**src/rtl/taxi_eth_lfc_pause_rx.sv**
```systemverilog
// GMII receive-side PAUSE frame detector with CRC32 check and pause timer.
// Ports: clk/rst, gmii_rxd/rx_dv/rx_er, clk_enable, cfg_rx_lfc_en/opcode,
//        pause_req/pause_quanta, stat_rx_lfc_pkt/xon/xoff, stat_rx_bad_fcs.
module taxi_eth_lfc_pause_rx #(
  parameter int MIN_FRAME_LEN = 64,
  parameter int MAX_FRAME_LEN = 1518
) (
  input  logic        clk,
  input  logic        rst,
  input  logic [7:0]  gmii_rxd,
  input  logic        gmii_rx_dv,
  input  logic        gmii_rx_er,
  input  logic        clk_enable,
  input  logic        cfg_rx_lfc_en,
  input  logic [15:0] cfg_rx_lfc_opcode,
  output logic        pause_req,
  output logic [15:0] pause_quanta,
  output logic        stat_rx_lfc_pkt,
  output logic        stat_rx_lfc_xon,
  output logic        stat_rx_lfc_xoff,
  output logic        stat_rx_bad_fcs
);

  localparam logic [1:0] ST_IDLE = 2'd0;
  localparam logic [1:0] ST_PRE  = 2'd1;
  localparam logic [1:0] ST_DATA = 2'd2;
  localparam logic [1:0] ST_DROP = 2'd3;

  localparam logic [10:0] MIN_L = 11'(MIN_FRAME_LEN);
  localparam logic [10:0] MAX_L = 11'(MAX_FRAME_LEN);

  logic [1:0]  r_state;
  logic [10:0] r_cnt;
  logic [31:0] r_crc;
  logic        r_err;
  logic [47:0] r_dst;
  logic [15:0] r_type;
  logic [15:0] r_op;
  logic [15:0] r_ptime;

  logic [15:0] r_q;
  logic [5:0]  r_s;
  logic        r_req;
  logic        r_pkt;
  logic        r_xon;
  logic        r_xoff;
  logic        r_bad;

  logic [31:0] w_crc_nxt;
  logic        w_eof;
  logic        w_len_ok;
  logic        w_crc_ok;
  logic        w_match;
  logic        w_good;
  logic        w_bad;
  logic [15:0] w_q_nxt;
  logic [5:0]  w_s_nxt;

  // Reflected CRC32, one byte, LSB first; no final inversion so a
  // frame including its FCS leaves the fixed residue.
  function automatic logic [31:0] crc_step(
    input logic [31:0] c,
    input logic [7:0]  d
  );
    logic [31:0] v;
    v = c ^ {24'h0, d};
    for (int i = 0; i < 8; i++) begin
      v = v[0] ? ((v >> 1) ^ 32'hEDB88320) : (v >> 1);
    end
    return v;
  endfunction

  always_comb w_crc_nxt = crc_step(r_crc, gmii_rxd);

  assign w_eof    = clk_enable & (r_state == ST_DATA) & ~gmii_rx_dv;
  assign w_len_ok = (r_cnt >= MIN_L) && (r_cnt <= MAX_L);
  assign w_crc_ok = (r_crc == 32'hDEBB20E3);
  assign w_match  = (r_dst == 48'h0180C2000001) &&
                    (r_type == 16'h8808) &&
                    (r_op == cfg_rx_lfc_opcode);
  assign w_good   = w_eof & w_len_ok & ~r_err & w_crc_ok &
                    w_match & cfg_rx_lfc_en;
  assign w_bad    = w_eof & w_len_ok & ~r_err & ~w_crc_ok;

  always_ff @(posedge clk or posedge rst) begin
    if (rst) begin
      r_state <= ST_IDLE;
      r_cnt   <= '0;
      r_crc   <= '1;
      r_err   <= 1'b0;
      r_dst   <= '0;
      r_type  <= '0;
      r_op    <= '0;
      r_ptime <= '0;
    end else if (clk_enable) begin
      unique case (r_state)
        ST_IDLE: begin
          if (gmii_rx_dv) begin
            r_state <= (gmii_rxd == 8'h55) ? ST_PRE : ST_DROP;
          end
        end
        ST_PRE: begin
          if (!gmii_rx_dv) begin
            r_state <= ST_IDLE;
          end else if (gmii_rxd == 8'hD5) begin
            r_state <= ST_DATA;
            r_cnt   <= '0;
            r_crc   <= '1;
            r_err   <= 1'b0;
          end else if (gmii_rxd != 8'h55) begin
            r_state <= ST_DROP;
          end
        end
        ST_DATA: begin
          if (!gmii_rx_dv) begin
            r_state <= ST_IDLE;
          end else begin
            r_crc <= w_crc_nxt;
            if (r_cnt != 11'h7FF) r_cnt <= r_cnt + 11'd1;
            if (gmii_rx_er) r_err <= 1'b1;
            // Header fields are big-endian; shift in by byte index.
            if (r_cnt < 11'd6) r_dst <= {r_dst[39:0], gmii_rxd};
            if (r_cnt == 11'd12) r_type[15:8] <= gmii_rxd;
            if (r_cnt == 11'd13) r_type[7:0] <= gmii_rxd;
            if (r_cnt == 11'd14) r_op[15:8] <= gmii_rxd;
            if (r_cnt == 11'd15) r_op[7:0] <= gmii_rxd;
            if (r_cnt == 11'd16) r_ptime[15:8] <= gmii_rxd;
            if (r_cnt == 11'd17) r_ptime[7:0] <= gmii_rxd;
          end
        end
        ST_DROP: begin
          if (!gmii_rx_dv) r_state <= ST_IDLE;
        end
        default: r_state <= ST_IDLE;
      endcase
    end
  end

  // Disable clears, a load beats the running decrement.
  always_comb begin
    w_q_nxt = r_q;
    w_s_nxt = r_s;
    if (!cfg_rx_lfc_en) begin
      w_q_nxt = '0;
      w_s_nxt = '0;
    end else if (w_good) begin
      w_q_nxt = r_ptime;
      w_s_nxt = '0;
    end else if (clk_enable && (r_q != 16'd0)) begin
      if (r_s == 6'd63) begin
        w_q_nxt = r_q - 16'd1;
        w_s_nxt = '0;
      end else begin
        w_s_nxt = r_s + 6'd1;
      end
    end
  end

  always_ff @(posedge clk or posedge rst) begin
    if (rst) begin
      r_q    <= '0;
      r_s    <= '0;
      r_req  <= 1'b0;
      r_pkt  <= 1'b0;
      r_xon  <= 1'b0;
      r_xoff <= 1'b0;
      r_bad  <= 1'b0;
    end else begin
      r_q    <= w_q_nxt;
      r_s    <= w_s_nxt;
      r_req  <= (w_q_nxt != 16'd0);
      r_pkt  <= w_good;
      r_xon  <= w_good & (r_ptime == 16'd0);
      r_xoff <= w_good & (r_ptime != 16'd0);
      r_bad  <= w_bad;
    end
  end

  assign pause_req        = r_req;
  assign pause_quanta     = r_q;
  assign stat_rx_lfc_pkt  = r_pkt;
  assign stat_rx_lfc_xon  = r_xon;
  assign stat_rx_lfc_xoff = r_xoff;
  assign stat_rx_bad_fcs  = r_bad;

endmodule
```
**config.mk**
```make
export PLATFORM = sky130hd
export DESIGN_NAME = taxi_eth_lfc_pause_rx
export DESIGN_NICKNAME = d
export VERILOG_FILES = /design/src/rtl/taxi_eth_lfc_pause_rx.sv
export SDC_FILE = /design/constraint.sdc
export NUM_CORES = 1
export LEC_CHECK = 0
export BUFFER_PORTS_ARGS = -buffer_cell sky130_fd_sc_hd__buf_4
export CAP_MARGIN = 20
export CORE_AREA = 8 8 153 155
export CTS_CLUSTER_SIZE = 25
export DETAILED_ROUTE_END_ITERATION = 12
export DIE_AREA = 0 0 161 163
export HOLD_SLACK_MARGIN = 0.12
export SLEW_MARGIN = 20
export SYNTH_ARGS = -nofsm -noshare
export SYNTH_HDL_FRONTEND = slang
export SYNTH_SLANG_ARGS = --single-unit
```
**constraint.sdc**
```tcl
create_clock -name clk -period 5.32 [get_ports clk]
set_clock_uncertainty 0.05 [all_clocks]
set_input_delay 0.532 -clock clk [delete_from_list [all_inputs] [get_ports clk]]
set_output_delay 0.532 -clock clk [all_outputs]
set_load 0.01 [all_outputs]
```
==> results.py, run 1 <==
metrics = {
    "die": {
        "die_area_um2": 26200,
        "floorplan.initialDensity": 0.398,
        "chipWidth_um": 161,
        "io_pins": 51,
        "row_count": 53,
        "floorplan_core_area_um2": 20800,
        "dieHeight_um": 163,
    },
    "synth": {
        "netlist-cell-type-count": 52,
        "synth_ff_type": "dfrtp_1",
        "synth-seq-cells": 169,
        "synthCells": 696,
        "portion_of_synthesized_cell_area_occupied_by_the_leading_cell_type": 0.414,
        "synth-edff-count": 0,
        "synth.cell_area_um2": 8290,
        "netlist_top_cells_area": "dfrtp_1 41%, mux2_2 13%, dfstp_2 10%",
        "yosys.area.top_type": "dfrtp_1",
        "synth.yosys.seq_area_share": 0.515,
        "synth_async_sr_flop_share": 1.00,
        "synth.avg_cell_area_um2": 11.9,
        "synthesis.nets": 733,
        "yosysWarningCount": 0,
    },
    "final_layout": {
        "multi_input_comb_area_um2": 3840,
        "finish.instance_area_um2": 9500,
        "fillerInstances": 1935,
        "area_delta_synth_final_pct": 14.6,
        "layout-drive-gt1-share": 0.302,
        "antenna_diodes": 0,
        "area_used_by_sequential_logic_in_the_layout_um2": 4270,
        "layout.nets": 775,
    },
    "critical_path": {
        "critical_path_cell_count": 10,
        "r2r_cells": 10,
        "cp-end-kind": "register",
        "ff_to_ff_start": "pause_quanta[0]",
        "critical_path_buf_inv_count": 1,
        "critical_path.endpoint": "pause_req",
        "crit_path_max_incr_delay_ns": 0.59,
        "worst_setup_path_start_kind": "register",
        "critical_path.cell_chain": "inv_1 -> ha_1 -> or4b_2 -> or4_4 -> and2_4 -> and3_4 -> a211o_1 -> or4_4 -> o21bai_2 -> nand4_1",
        "data_arrival_time_of_the_critical_path_ns": 3.55,
        "timing.critical_path.required_ns": 5.56,
        "r2r_end": "pause_req",
        "r2r_slack_ns": 2.01,
        "timing.setup.critical_path_class": "reg2reg",
        "timing.critical_path.max_delay_family": "simple AND/OR/NAND/NOR gates",
        "worstPathMaxFanout": 11,
        "critPathMostFrequentCell": "or4_4",
        "crit_start": "pause_quanta[0]",
        "cp_slowest_cell": "or4b_2",
    },
    "routing": {
        "wirelength_mm": 18.5,
        "dr.pass1.iters": 6,
        "drt_iter0_drc": 279,
        "num_vias": 5477,
        "final_antenna_net_count": 0,
        "post_drt_wl_per_cell_um": 18.0,
        "viasPerCell": 5.34,
        "route.detailed.drc": 0,
    },
    "clocking": {
        "tritoncts.num_buffers": 17,
        "clock_path_buffers": 2,
        "cts.repair_timing.setup_buffer_count": 0,
        "cts-hold-fix-buffers": 0,
        "clock_latency_reported_for_the_late_side_of_the_worst_skew_pair_ns": 0.42,
        "tritoncts": "done",
        "clk_root_buffer_cell": "clkbuf_16",
        "cts-htree-levels": 4,
        "cts_resized": 0,
        "clk_pin_slew_worst_paths_ns": 0.07,
        "numClockSinks": 169,
    },
    "timing": {
        "finalCritPeriodShare": 0.622,
        "rsz0062_at_grt": "no",
        "tns_setup_ns": 0,
        "finalSetupViolations": 0,
        "timing.fmax_mhz": 302,
        "final_critical_path_setup_slack_ns": 2.01,
        "final-hold-violation-count": 0,
        "period_minus_slack_ns": 3.31,
        "worst_pin_slew_ns": 1.03,
        "timing.slew.headroom": 0.315,
        "timing_max_transition_violations_final": 0,
    },
    "outcome": {
        "run_status": "completed",
    },
    "grt": {
        "via_count_of_the_first_global_routing_pass": 5776,
        "grt_start_max_net_pins": 87,
        "global_route_wire_length_before_repair_mm": 30.8,
        "gr-usage-all-layers": 0.146,
        "grt_antenna_before_repair": 0,
        "grt_overflow": 0,
    },
    "pwr": {
        "report.power.total_mw": 5.21,
        "powerDensity_nw_per_um2": 549,
        "power.static_leakage_nw": 4.22,
        "irDropWorstVdd_mv": 0.574,
    },
    "place": {
        "detailedPlacementHpwl_mm": 13.2,
        "gp_congestion": 0.860,
        "port_buffers": 50,
        "place_area_um2": 8910,
        "place_worst_setup_slack_ns": 2.04,
    },
    "run": {
        "cap_violations": 0,
    },
    "worst_hold_path": {
        "min_path_type": "in2async",
    },
}
power breakdown:
part / internal [mW] / switching, mW
sequential: 1.73 / 0.302
combinational: 1.02 / 0.941
clock: 0.729 / 0.489
cell usage in the layout, fill, tap and decap left out, types with 8 or more instances in the layout:
master	n
a211oi_1	10
a21oi_1	12
buf_4	56
clkbuf_16	17
dfrtp_1	137
dfstp_2	32
inv_1	8
mux2_2	96
nand2_1	29
nand3_1	18
nand4_1	18
nor2_1	44
nor3_1	9
nor4_1	18
o22a_1	27
xnor2_1	76
xor2_1	35
Yosys cell counts (2+ instances only):
cell,number
nand2_1,29
and3_1,6
dfrtp_1,137
ha_1,7
a31oi_1,7
dfstp_2,32
nor2b_1,7
nand4b_1,2
xor2_1,35
nand3b_1,4
xnor2_1,76
nor4_1,18
and3b_1,2
o21ai_0,6
a211oi_1,10
o22a_1,27
o211ai_1,2
nand4_1,18
or4_4,3
clkbuf_1,28
a211o_1,2
nor4b_1,7
a41oi_1,2
inv_1,9
o31ai_1,2
nor2_1,45
or3_1,5
buf_6,4
nor4bb_1,5
mux2i_1,3
nand3_1,18
nor3_1,9
or4_1,4
a21oi_1,12
mux2_2,96
state kept, by name, summed over array words and instances (netlist names), 2 cells and up:
name / cells
r_ptime: 16
r_dst: 48
r_state: 2
r_s: 6
r_crc: 32
r_cnt: 11
pause_quanta: 16
r_op: 16
r_type: 16
cell type report:
cell class                      instances  share of cell area
Multi-Input combinational cell        485               0.404
Inverter                                9             0.00408
Tap cell                              275              0.0362
Clock inverter                         10              0.0125
Sequential cell                       169               0.449
Clock buffer                           22              0.0499
Timing Repair Buffer                   56              0.0442
how the worst min path moves through the flow:
stage | from | to | slack [ns] | cells past startpoint
after floorplan | r_err | r_err | 0.42 | 2
after global placement | r_type[3] | r_type[3] | 0.43 | 1
after detailed placement | r_type[11] | r_type[11] | 0.44 | 1
after CTS | rst | r_ptime[12] | 0.23 | 2
after global routing | rst | r_ptime[10] | 0.27 | 2
final | rst | r_ptime[12] | 0.21 | 2
kinds of logic (layout without fill, tap and decap cells):
kind of cell / after synthesis / count (layout) / share of synthesized area
AO/OA/AOI/OAI: 76 / 76 / 0.0690
flip-flops: 169 / 169 / 0.515
AND/OR/NAND/NOR: 191 / 191 / 0.130
XOR/XNOR: 112 / 112 / 0.119
adder cells (fa/ha/maj): 7 / 7 / 0.0106
buffers and inverters: 42 / 97 / 0.0226
multiplexers: 99 / 99 / 0.134
worst reg2reg max path, cell delays in order (launching register included):
cell	delay, ns
dfrtp_1	0.45
inv_1	0.11
ha_1	0.13
or4b_2	0.59
or4_4	0.48
and2_4	0.21
and3_4	0.20
a211o_1	0.26
or4_4	0.45
o21bai_2	0.15
nand4_1	0.09
routing by layer:
layer	global-route usage	up-vias	part of all wire
met5	0	-	0
met4	0.0425	0	0.011
met3	0.0324	15	0.030
met2	0.244	86	0.49
met1	0.186	2789	0.46
li1	-	2587	-
metrics by stage:
step                       util  instances  hold WS [ns]
after floorplan               -        696         0.419
after global placement    0.428        994         0.430
after detailed placement  0.428        994         0.442
after CTS                 0.456       1026         0.232
after global routing      0.456       1026         0.270
final                     0.456       1026         0.209
Note: power is estimated with default switching activity, not from simulation.
==> run 2: changes to the inputs <==
==> constraint.sdc (replaced) <==
create_clock -name clk -period 2.8 [get_ports clk]
set_clock_uncertainty 0.05 [all_clocks]
set_input_delay 0.28 -clock clk [delete_from_list [all_inputs] [get_ports clk]]
set_output_delay 0.28 -clock clk [all_outputs]
set_load 0.01 [all_outputs]
==> run 2 against run 1 <==
  * The flow now finishes with violations (setup timing)
  * Sequential share of layout area decreased by 1.8 points
  * Total power up 90%
  * First-iteration DRC count increased by 24%
  * Combinational power increased by 97%
  * Global-route usage is 0.15 points higher
==> results.py, run 2 (same netlist as run 1, synthesis figures left out) <==
metrics = {
    "outcome": {
        "run_status": "finished, violations left",
        "violations": "setup timing",
    },
    "die": {
        "floorplan_core_area_um2": 20800,
        "dieHeight_um": 163,
        "io_pins": 51,
        "die_area_um2": 26200,
        "row_count": 53,
        "floorplan.initialDensity": 0.398,
        "chipWidth_um": 161,
    },
    "clocking": {
        "clock_path_buffers": 2,
        "tritoncts": "done",
        "tritoncts.num_buffers": 17,
        "clock_latency_reported_for_the_late_side_of_the_worst_skew_pair_ns": 0.43,
        "cts-htree-levels": 4,
        "cts.repair_timing.setup_buffer_count": 0,
        "clk_root_buffer_cell": "clkbuf_16",
        "numClockSinks": 169,
        "clk_pin_slew_worst_paths_ns": 0.07,
    },
    "grt": {
        "via_count_of_the_first_global_routing_pass": 5967,
        "grt_overflow": 0,
        "grt_antenna_before_repair": 0,
        "grt_start_max_net_pins": 71,
        "global_route_wire_length_before_repair_mm": 31.1,
        "gr-usage-all-layers": 0.147,
    },
    "timing": {
        "worst_pin_slew_ns": 0.889,
        "timing.fmax_mhz": 332,
        "rsz0062_at_grt": "yes",
        "timing.slew.headroom": 0.403,
        "timing_max_transition_violations_final": 0,
        "final_critical_path_setup_slack_ns": -0.208,
        "finalCritPeriodShare": 1.07,
        "finalSetupViolations": 1,
        "period_minus_slack_ns": 3.01,
        "tns_setup_ns": -0.208,
        "final-hold-violation-count": 0,
    },
    "routing": {
        "dr.pass1.iters": 4,
        "final_antenna_net_count": 0,
        "drt_iter0_drc": 346,
        "route.detailed.drc": 0,
        "wirelength_mm": 18.9,
        "viasPerCell": 5.24,
        "post_drt_wl_per_cell_um": 17.7,
        "num_vias": 5603,
    },
    "place": {
        "detailedPlacementHpwl_mm": 13.7,
        "numPlacedInstances": 1034,
        "port_buffers": 50,
        "place_area_um2": 9270,
        "gp_congestion": 0.869,
        "place_worst_setup_slack_ns": -0.173,
    },
    "critical_path": {
        "critical_path.cell_chain": "inv_2 -> ha_2 -> or4b_4 -> or4_4 -> buf_4 -> a31oi_1 -> a31oi_1 -> nand3b_1 -> or4_4 -> o21bai_4 -> nand4_1",
        "crit_start": "pause_quanta[1]",
        "cp-end-kind": "register",
        "r2r_slack_ns": -0.21,
        "worst_setup_path_start_kind": "register",
        "critical_path_buf_inv_count": 2,
        "ff_to_ff_start": "pause_quanta[1]",
        "crit_path_max_incr_delay_ns": 0.49,
        "timing.critical_path.required_ns": 3.04,
        "data_arrival_time_of_the_critical_path_ns": 3.25,
        "critical_path.endpoint": "pause_req",
        "timing.critical_path.max_delay_family": "simple AND/OR/NAND/NOR gates",
        "worstPathMaxFanout": 6,
        "timing.setup.critical_path_class": "reg2reg",
        "critical_path_cell_count": 11,
        "cp_slowest_cell": "or4_4",
        "r2r_end": "pause_req",
        "r2r_cells": 11,
    },
    "final_layout": {
        "layout-drive-gt1-share": 0.350,
        "layout.cells.most_common_list": "136 x dfrtp_1, 96 x mux2_2, 90 x buf_4",
        "layout_commonest_cell": "dfrtp_1",
        "layout.nets": 819,
        "antenna_diodes": 0,
        "instances_no_fill": 1069,
        "finish.instance_area_um2": 9900,
        "area_delta_synth_final_pct": 19.4,
        "largest_register_ff_count": 48,
        "largest_register": "r_dst",
        "postLayoutCoreUtil": 0.475,
        "largestRegisters": "r_dst x48, r_crc x32",
    },
    "worst_hold_path": {
        "min_path_type": "in2reg",
        "min_from": "gmii_rxd[6]",
    },
    "run": {
        "cap_violations": 0,
    },
    "pwr": {
        "irDropWorstVdd_mv": 1.02,
        "powerDensity_nw_per_um2": 1000,
        "power.static_leakage_nw": 4.44,
    },
}
run 2: changes by cell type in the layout (fill, tap and decap cells not counted), sizes merged:
cell	change
buf	+40
bufinv	-2
clkbuf	-4
clkinv	-1
clkinvlp	+1
dlygate4sd3	+4
inv	+5
run 2: layer usage:
| layer | part of all wire | vias up | track usage | wire length (um) |
|---|---|---|---|---|
| li1 | - | 2672 | - | - |
| met1 | 0.46 | 2841 | 0.186 | 8680 |
| met2 | 0.50 | 79 | 0.248 | 9500 |
| met3 | 0.029 | 11 | 0.0319 | 552 |
| met4 | 0.0080 | 0 | 0.0450 | 151 |
| met5 | 0 | - | 0 | 0 |
run 2: where the power goes:
part	total [mW]	switching (mW)	internal (mW)
Clock	2.17	1.01	1.16
Combinational	3.89	1.82	2.07
Sequential	3.86	0.582	3.28
run 2: worst min path at each step:
stage / slack, ns / endpoint / cells after the start
4_1_cts: 0.14 / r_err / 4
3_3_place_gp: 0.39 / r_ptime[12] / 2
6_report: 0.16 / r_type[14] / 2
5_1_grt: 0.15 / r_type[14] / 2
2_1_floorplan: 0.39 / r_state[1] / 2
3_5_place_dp: 0.40 / r_ptime[12] / 2
run 2: final cells by class:
cell class                 instances  area, um^2
clock buffer                      18         429
clock inverter                    13         114
fill                            1895       10900
inverter                           9        37.5
multi-input combinational        485        3890
sequential                       169        4270
tap                              275         344
timing repair buffer             100         818
run 2: per-stage QoR:
| stage | hold slack (ns) | total power, mW |
|---|---|---|
| after floorplan | 0.393 | 6.79 |
| after global placement | 0.389 | 7.65 |
| after detailed placement | 0.398 | 7.76 |
| after CTS | 0.136 | 9.98 |
| after global routing | 0.147 | 10.5 |
| final | 0.159 | 9.92 |
run 2: what timing repair did:
item	4_1_cts	5_1_grt
endpoints found under the setup margin	1	13
hold buffers	4	0
pin swaps	0	2
hold endpoints to repair	36	0
cloned	0	0
resized for setup	1	8
==> run 3: changes to the inputs <==
--- a/config.mk
+++ b/config.mk
@@ -5,12 +5,13 @@
 export SDC_FILE = /design/constraint.sdc
 export NUM_CORES = 1
 export LEC_CHECK = 0
+export ABC_AREA = 1
 export BUFFER_PORTS_ARGS = -buffer_cell sky130_fd_sc_hd__buf_4
 export CAP_MARGIN = 20
-export CORE_AREA = 8 8 153 155
+export CORE_AREA = 8 8 161 163
 export CTS_CLUSTER_SIZE = 25
 export DETAILED_ROUTE_END_ITERATION = 12
-export DIE_AREA = 0 0 161 163
+export DIE_AREA = 0 0 169 171
 export HOLD_SLACK_MARGIN = 0.12
 export SLEW_MARGIN = 20
 export SYNTH_ARGS = -nofsm -noshare
==> run 3 against run 2 <==
  * Synthesized cell count is 74% higher
  * Largest cell class unchanged
  * Synthesized area up 11%
  * Combinational power is 19% lower
  * Via count rose by 39%
  * Wire length up 20%
  * First-iteration DRC count is 38% higher
  * Utilization is 1.8 points lower
  * Worst setup slack better by 0.55 ns
  * Maximum frequency grew 22%
  * The flow now finishes without violations
  * Final cell count increased by 50%
==> results.py, run 3 <==
metrics = {
    "run": {
        "cap_violations": 0,
    },
    "die": {
        "io_pins": 51,
        "die_area_um2": 28900,
        "chipWidth_um": 169,
        "floorplan.initialDensity": 0.397,
        "dieHeight_um": 171,
        "row_count": 56,
        "floorplan_core_area_um2": 23300,
    },
    "clocking": {
        "cts-htree-levels": 4,
        "numClockSinks": 169,
        "tritoncts.num_buffers": 17,
        "clock_latency_reported_for_the_late_side_of_the_worst_skew_pair_ns": 0.43,
        "tritoncts": "done",
        "clk_root_buffer_cell": "clkbuf_16",
        "clock_path_buffers": 2,
        "clk_pin_slew_worst_paths_ns": 0.07,
    },
    "pwr": {
        "netSwitchingPower_mw": 3.38,
        "irDropWorstVdd_mv": 0.582,
        "power.share.sequential": 0.381,
        "pwr-share-clk": 0.263,
        "comb_power_share": 0.356,
        "power.static_leakage_nw": 5.22,
        "internal_power_component_mw": 5.43,
        "sw_frac_of_total": 0.384,
        "powerDensity_nw_per_um2": 828,
    },
    "place": {
        "port_buffers": 50,
        "place_worst_setup_slack_ns": 0.346,
        "numPlacedInstances": 1572,
        "place_area_um2": 10100,
        "detailedPlacementHpwl_mm": 16.3,
        "gp_congestion": 0.866,
    },
    "final_layout": {
        "layout.cells.most_common_list": "297 x nand2_1, 172 x nor2_1, 162 x inv_1",
        "largest_register_ff_count": 48,
        "finish.instance_area_um2": 10600,
        "layout_commonest_cell": "nand2_1",
        "largestRegisters": "r_dst x48, r_crc x32",
        "area_delta_synth_final_pct": 15.2,
        "instances_no_fill": 1605,
        "layout.nets": 1310,
        "postLayoutCoreUtil": 0.458,
        "largest_register": "r_dst",
        "antenna_diodes": 0,
        "layout-drive-gt1-share": 0.137,
    },
    "routing": {
        "wirelength_mm": 22.6,
        "final_antenna_net_count": 0,
        "drt_iter0_drc": 479,
        "viasPerCell": 4.85,
        "route.detailed.drc": 0,
        "post_drt_wl_per_cell_um": 14.1,
        "num_vias": 7787,
        "dr.pass1.iters": 5,
    },
    "grt": {
        "gr-usage-all-layers": 0.162,
        "grt_overflow": 0,
        "grt_antenna_before_repair": 0,
        "global_route_wire_length_before_repair_mm": 37.9,
        "grt_start_max_net_pins": 82,
        "via_count_of_the_first_global_routing_pass": 7490,
    },
    "critical_path": {
        "crit_path_max_incr_delay_ns": 0.54,
        "crit_start": "r_crc[5]",
        "ff_to_ff_start": "r_crc[5]",
        "critical_path.cell_chain": "inv_1 -> nor3_1 -> nand2_1 -> nor2_1 -> nand2_1 -> nor2_4 -> nand2_2 -> nand2_2 -> nand2_1 -> nand2_1 -> inv_1 -> nor2_1 -> nand2_1 -> nor2_1 -> nand2_1",
        "timing.critical_path.required_ns": 3.06,
        "cp-end-kind": "register",
        "critPathMostFrequentCell": "nand2_1",
        "data_arrival_time_of_the_critical_path_ns": 2.72,
        "timing.setup.critical_path_class": "reg2reg",
        "worstPathMaxFanout": 12,
        "worst_setup_path_start_kind": "register",
        "cp_slowest_cell": "dfstp_2",
    },
    "synth": {
        "netlist_top_cells_area": "dfrtp_1 37%, nand2_1 12%, dfstp_2 9.1%",
        "synth.yosys.seq_area_share": 0.462,
        "synth.cell_area_um2": 9240,
        "portion_of_synthesized_cell_area_occupied_by_the_leading_cell_type": 0.371,
        "yosysWarningCount": 0,
        "synth-edff-count": 0,
        "cell_with_the_most_instances_after_synthesis": "nand2_1",
        "synth_async_sr_flop_share": 1.00,
        "commonest_cells_in_the_synthesized_netlist": "297 x nand2_1, 173 x nor2_1, 163 x inv_1",
        "synth_ff_type": "dfrtp_1",
        "yosys.area.top_type": "dfrtp_1",
        "synth-seq-cells": 169,
        "synthCells": 1214,
        "synth.avg_cell_area_um2": 7.61,
        "netlist-cell-type-count": 44,
        "synthesis.nets": 1251,
    },
    "worst_hold_path": {
        "min_path_type": "in2reg",
        "min_from": "gmii_rx_dv",
    },
    "timing": {
        "final-hold-violation-count": 0,
        "timing_max_transition_violations_final": 0,
        "tns_setup_ns": 0,
        "period_minus_slack_ns": 2.46,
        "worst_pin_slew_ns": 0.738,
        "final_critical_path_setup_slack_ns": 0.339,
        "timing.slew.headroom": 0.507,
        "finalCritPeriodShare": 0.879,
        "finalSetupViolations": 0,
        "timing.fmax_mhz": 406,
        "rsz0062_at_grt": "no",
    },
    "outcome": {
        "run_status": "completed",
    },
}
## run 3: cell count changes after synthesis, sizes merged, moves of 60 or more
| cell | delta |
|---|---|
| xnor2 | -60 |
| mux2 | -81 |
| o21ai | +107 |
| inv | +157 |
| nor2 | +131 |
| nand2 | +275 |
## run 3: kinds of logic (layout without fill, tap and decap cells)
kind of cell,after synthesis,count (layout),synth area share
flops,169,169,0.462
mux,15,15,0.0183
xor+xnor,57,57,0.0577
compound gates,171,171,0.100
fa+ha+maj,7,7,0.00948
buf+inv,199,271,0.0825
simple gates,596,596,0.270
## run 3: per-stage QoR
step	hold slack (ns)	power [mW]
3_5_place_dp	0.411	6.52
2_1_floorplan	0.403	5.71
3_3_place_gp	0.414	6.49
5_1_grt	0.192	9.46
6_report	0.184	8.81
4_1_cts	0.167	8.87
## run 3: final timing paths
path                              endpoint  slack [ns]  depth (start not counted)
worst max register to register   pause_req        0.34                         15
max in group asynchronous         r_crc[0]        1.42                          4
worst min-delay path            r_state[1]        0.18                          3
min in group asynchronous         r_dst[7]        0.49                          3
worst max-delay path             pause_req        0.34                         15
worst min register to register   r_type[8]        0.44                          2
## run 3: layout make-up
type | instances | area (um^2)
fillers | 2374 | 12600
well taps | 319 | 399
clock buffers | 18 | 439
clock inverters | 14 | 136
flip-flops and latches | 169 | 4270
repair buffers | 70 | 553
inverters | 169 | 638
multi-input cells | 846 | 4210
## run 3: power groups by stage
stage | registers, mW | logic (mW) | clock network, mW
after floorplan | 3.30 | 2.42 | 0
after global placement | 3.39 | 3.10 | 0
after detailed placement | 3.40 | 3.12 | 0
after CTS | 3.36 | 3.15 | 2.37
after global routing | 3.42 | 3.57 | 2.47
final | 3.36 | 3.14 | 2.31
## run 3: worst max-delay path: cells and delay by family (launching register included)
kind,cells,cell delay [ns]
and+or+nand+nor,13,1.64
DFF,1,0.54
buffers and inverters,2,0.10
## run 3: what timing repair did
item / 4_1_cts / 5_1_grt
endpoints found under the hold margin: 13 / 0
setup buffers: 0 / 0
resized for setup: 0 / 1
setup endpoints to repair: 0 / 1
hold buffers: 1 / 0
## run 3: routing by layer
layer	wire, um	vias to the layer above	share of wire	global-route usage
li1	-	3994	-	-
met5	0	-	0	0
met1	10700	3618	0.47	0.215
met4	242	0	0.011	0.0481
met3	998	18	0.044	0.0288
met2	10600	157	0.47	0.267
